[src/rtl/sign_zero_extend.sv]
// Load-data alignment and extension unit.
//
// Sits between data memory and the register-file write-back mux. It picks the
// addressed byte or halfword out of the raw memory word (little-endian), then
// sign- or zero-extends it to Word_size. The result and a misaligned-access
// flag are registered, so results appear one cycle after the inputs.
//
// Ports:
//   clk        rising-edge clock
//   rst        asynchronous, active-high reset; clears dout and misalign
//   mem_word   raw word read from data memory (Word_size bits)
//   op         memory operation (controls::mem_op)
//   byte_addr  effective address [1:0]
//   dout       aligned, extended load data (registered)
//   misalign   registered advisory flag: misaligned access for the sampled op

package controls;

    typedef enum logic [3:0] {
        MemNone = 4'd0,
        MemLb   = 4'd1,
        MemLh   = 4'd2,
        MemLw   = 4'd3,
        MemLbu  = 4'd4,
        MemLhu  = 4'd5,
        MemSb   = 4'd6,
        MemSh   = 4'd7,
        MemSw   = 4'd8
    } mem_op;

endpackage

module sign_zero_extend #(
    parameter int unsigned Word_size = 32  // 32 or 64
) (
    input  logic                 clk,
    input  logic                 rst,
    input  logic [Word_size-1:0] mem_word,
    input  controls::mem_op      op,
    input  logic [1:0]           byte_addr,
    output logic [Word_size-1:0] dout,
    output logic                 misalign
);

    logic [7:0]           sel_byte;
    logic [15:0]          sel_half;
    logic [Word_size-1:0] dout_d;
    logic                 misalign_d;

    // Lanes always come from the low 32 bits, even for a 64-bit datapath.
    always_comb begin
        sel_byte = mem_word[7:0];
        case (byte_addr)
            2'b00:   sel_byte = mem_word[7:0];
            2'b01:   sel_byte = mem_word[15:8];
            2'b10:   sel_byte = mem_word[23:16];
            default: sel_byte = mem_word[31:24];
        endcase
    end

    // byte_addr[0] does not affect halfword data, only the misalign flag.
    assign sel_half = byte_addr[1] ? mem_word[31:16] : mem_word[15:0];

    // Signed size casts give sign extension without zero-width replications
    // when Word_size is 32.
    always_comb begin
        dout_d     = mem_word;
        misalign_d = 1'b0;
        case (op)
            controls::MemLb:  dout_d = Word_size'($signed(sel_byte));
            controls::MemLbu: dout_d = Word_size'(sel_byte);
            controls::MemLh: begin
                dout_d     = Word_size'($signed(sel_half));
                misalign_d = byte_addr[0];
            end
            controls::MemLhu: begin
                dout_d     = Word_size'(sel_half);
                misalign_d = byte_addr[0];
            end
            controls::MemLw: begin
                dout_d     = Word_size'($signed(mem_word[31:0]));
                misalign_d = |byte_addr;
            end
            // Stores, none and unused encodings pass the word straight through.
            default: begin
                dout_d     = mem_word;
                misalign_d = 1'b0;
            end
        endcase
    end

    always_ff @(posedge clk or posedge rst) begin
        if (rst) begin
            dout <= '0;
        end else begin
            dout <= dout_d;
        end
    end

    always_ff @(posedge clk or posedge rst) begin
        if (rst) begin
            misalign <= 1'b0;
        end else begin
            misalign <= misalign_d;
        end
    end

endmodule

[config.mk]
export PLATFORM = sky130hd
export DESIGN_NAME = sign_zero_extend
export DESIGN_NICKNAME = d
export VERILOG_FILES = /design/src/rtl/sign_zero_extend.sv
export SDC_FILE = /design/constraint.sdc
export NUM_CORES = 1
export LEC_CHECK = 0
export ABC_AREA = 1
export CAP_MARGIN = 15
export CORE_AREA = 2 2 81 83
export CTS_CLUSTER_SIZE = 28
export DETAILED_ROUTE_END_ITERATION = 10
export DIE_AREA = 0 0 83 85
export DONT_BUFFER_PORTS = 1
export PLACE_DENSITY = 0.5
export REMOVE_ABC_BUFFERS = 1
export SLEW_MARGIN = 30
export SYNTH_ARGS = -nofsm -noshare
export SYNTH_HDL_FRONTEND = slang
export SYNTH_SLANG_ARGS = --single-unit
[constraint.sdc]
create_clock -name clk -period 2.8 [get_ports clk]
set_input_delay 0.84 -clock clk [delete_from_list [all_inputs] [get_ports clk]]
set_output_delay 0.84 -clock clk [all_outputs]
set_load 0.005 [all_outputs]
[Word level (Yosys, flattened, before mapping)]
Cells that the tools add are included.
Widths: inputs -> output; s select.
Word-level totals
  flip-flop bits (word level): 33
  bits of input ports: 40
  output and inout bits: 33
  word-level logic and storage cells: 16
Cells by class
  eq/ne operators: 7
  mux-type cells: 4
  reductions and logical operators: 3
Operator list (count)
  $pmux 32 s4: 1
  $pmux 8 s3: 1
  $mux 16: 1
  $eq 4x2->1 const B: 2
  $eq 4x3->1 const B: 2
  $eq 4x1->1 const B: 1
  $reduce_or 2->1: 2
  $eq 2x1->1 const B: 1
  $eq 2x2->1 const B: 1
  $logic_not 2->1: 1
  $pmux 1 s2: 1

[Depth between registers and ports, before layout]
  depth in word-level cells: 3
  gate-level depth with buffers: 8
  gate-level depth less buffers: 7

[Least setup slack after synthesis]
No wires, ideal clock.
  path type: input to register
  from: input port op[2]
  to: register dout[15]
  setup time: 0.126 ns
  arrival time: 1.568 ns
  data required time: 2.674 ns
  setup slack: 1.106 ns
  stages: 7
  path buffers: 1
  cells stage by stage: nor2_2 nand2_1 nand2_2 nor2_4 buf_6 nand2_1 nand3_1
Between the ends
  cells in the longest elaborated chain, start to end: 2
  elaborated cells between the ends (all ways): 5
  those cells by class: 4 x eq/ne; 1 x mux
Ends and longest elaborated chain
  from (decl): line 39  | input controls::mem_op op,
  $eq 4x3->1, or another cell as far along: line 69  | case (op)
  $pmux 32 s4 (*): line 69
  named net dout_d[15]: line 47  | logic [Word_size-1:0] dout_d;
  to (signal assigned): line 96  | dout <= dout_d;
  to (decl): line 41  | output logic [Word_size-1:0] dout,
Mark *: on every way through the listed nets, which the timed path passes. The rest lies on a longest branch.

[Final worst setup path]
  from: input port op[0]
  to: register dout[11]
Same word-level chain as after synthesis.

==> flow_summary.ini <==
[synth]
synthCells = 240
yosysSeqAreaShare_pct = 45.74
synth_top_family_by_area = simple AND/OR/NAND/NOR gates
muxShareOfSynthArea_pct = 0
yosys.area_share.simple_pct = 41.03
yosys_warnings = 0
synth-compound-area-share_pct = 4.297
syn_area_um2 = 1805
synth_fa_ha_area_share_pct = 0
ys_ff_latch = 33
ys_types = 17
synth_xor_area_share_pct = 0
syn_avg_cell_area_um2 = 7.523

[grt]
grt_pass1_wl_mm = 7.866
antenna_found_initial = 0
grt-ovfl-total = 0
grt.total_usage_pct = 14.21
grt_pass1_vias = 1515
grt_max_degree = 34

[final_layout]
layout_commonest_cell = nand2_1
n_antenna_cell = 0
nNetsFinal = 278
design_area_um2 = 1896
area.growth.synth_to_final_pct = 4.990
fin_util_pct = 30.55
finalNonFillerCells = 316
layout_common_cells = nand2_1, nand3_1, dfrtp_1
layout-drive-gt1-share_pct = 7.950

[floorplanning]
die-area_um2 = 7055
die_height_um = 85
initial_core_util_pct = 29.10
ioPinCount = 73
core_um2 = 6205
rows = 29
fp.dieW_um = 83

[timing]
setup_ws_ns = 1.015
grt_setup_unrepaired = no
max_slew_margin_pct = 52.72
setup-tns-final_ns = 0
period_share_pct = 63.76
finalSetupViolations = 0
hold_viol = 0
drv_slew = 0
fmaxAchievable_mhz = 560.1
worstMarginPinSlew_ns = 0.7075
fin_crit_ns = 1.785

[placed_design]
dp.cells = 308
dpl_worst_slack_ns = 0.7290
hpwl_mm = 3.319
placed_area_um2 = 1815
port_buffers = 0
gp_congestion = 0.7578

[worst_hold_path]
min_path_type = in -> async

[detailed_routing]
dr_wl_met3_um = 508
vias_per_cell = 4.709
finalWirelength_mm = 4.811
final_antenna_net_count = 0
wl_met1_mm = 2.001
met2WireLength_mm = 2.251
drc = 0
top_layer = met4
drt-wirelength-per-cell_um = 15.22
num_vias = 1488
dr.pass1.iters = 4
first_iter_violations = 55

[critical_path]
crit_buf_inv = 1
worst_path_most_repeated_cell = nand2_1
cp_slowest_cell = nor2_4
cpPeakStageDelay_ns = 0.60
cp_cell_sequence = inv_1 -> nor2_1 -> nand2_1 -> nand2_2 -> nor2_4 -> nand2_1 -> nand3_1
critPathKind = in -> reg
worst-path-max-fanout = 32
critPathLaunchType = input pin
arrival_ns = 1.99
critPathTopFamily = simple AND/OR/NAND/NOR gates
cp.required_ns = 3.00
crit_path_end_kind = flop

[pwr]
p_leak_nw = 0.9883
vdd_ir_drop_max_mv = 0.1587
p_per_area_nw_per_um2 = 545.4

[clock_network]
cts_hold_buf = 0
numCtsBuffers = 5
post_cts_buffers = 0
tritoncts = done
clock-root-buffer = clkbuf_8
cts_max_path_buffers = 2
ctsResizeCount = 0
path_clk_slew_ns = 0.07
htree_num_levels = 2
cts_sinks = 33

[run_status]
status = finished, final reports clean

[job]
drv_cap = 0
==> registers in the layout (all words and copies together), names as in the netlist <==
signal / flops
misalign: 1
dout: 32
==> metrics by stage <==
stage	total power, W	hold WS, ns
floorplan	0.0006606	0.9599
global placement	0.0006984	0.8518
CTS	0.001056	0.5569
detailed placement	0.0007003	0.8654
global route	0.001099	0.5737
finish	0.001034	0.5438
==> where the power goes <==
part / internal, W / switching, W / total [W]
combinational: 0.0000480 / 0.0000871 / 0.000135
clock: 0.000177 / 0.000171 / 0.000348
sequential: 0.000525 / 0.0000259 / 0.000551
==> cells by family (layout without fill, tap and decap cells) <==
logic type      count (synthesis)  after routing
buf+inv                        26             25
simple gates                  166            166
compound gates                 15             15
flops                          33             33
==> how the worst max path moves through the flow <==
stage	start	end	slack, ns	cells after the start
finish	op[0]	dout[11]	1.01	7
global route	op[0]	dout[17]	0.86	7
CTS	op[0]	dout[11]	1.02	7
detailed placement	op[0]	dout[9]	0.73	7
global placement	op[0]	dout[5]	0.74	7
floorplan	op[1]	dout[10]	0.96	7
==> layer usage <==
metal | GRT usage (%) | vias up
met4 | 4.620 | 0
met5 | 0 | -
met3 | 7.490 | 5
met2 | 22.73 | 46
met1 | 16.49 | 678
li1 | - | 759
==> Yosys cell counts <==
master     n  area share, %
a21oi_1    6            1.7
buf_2      3           0.83
buf_4      2           0.83
buf_6      7            4.4
dfrtp_1   33             46
inv_1     14            2.9
nand2_1   95             20
nand2_2    4            1.4
nand3_1   48             13
nand3_4    1           0.97
nand3b_4   1            1.1
nor2_1    12            2.5
nor2_2     3            1.0
nor2_4     1           0.62
o21a_1     1           0.42
o21ai_0    8            2.2
or2_2      1           0.35
==> area by class of cell <==
| type | instances | area [µm²] |
|---|---|---|
| Sequential cell | 33 | 825.8 |
| Tap cell | 77 | 96.34 |
| Timing Repair Buffer | 3 | 22.52 |
| Fill cell | 677 | 4309 |
| Multi-Input combinational cell | 181 | 818.3 |
| Inverter | 14 | 52.55 |
| Clock buffer | 8 | 80.08 |
Note: power is estimated with default switching activity, not from simulation.
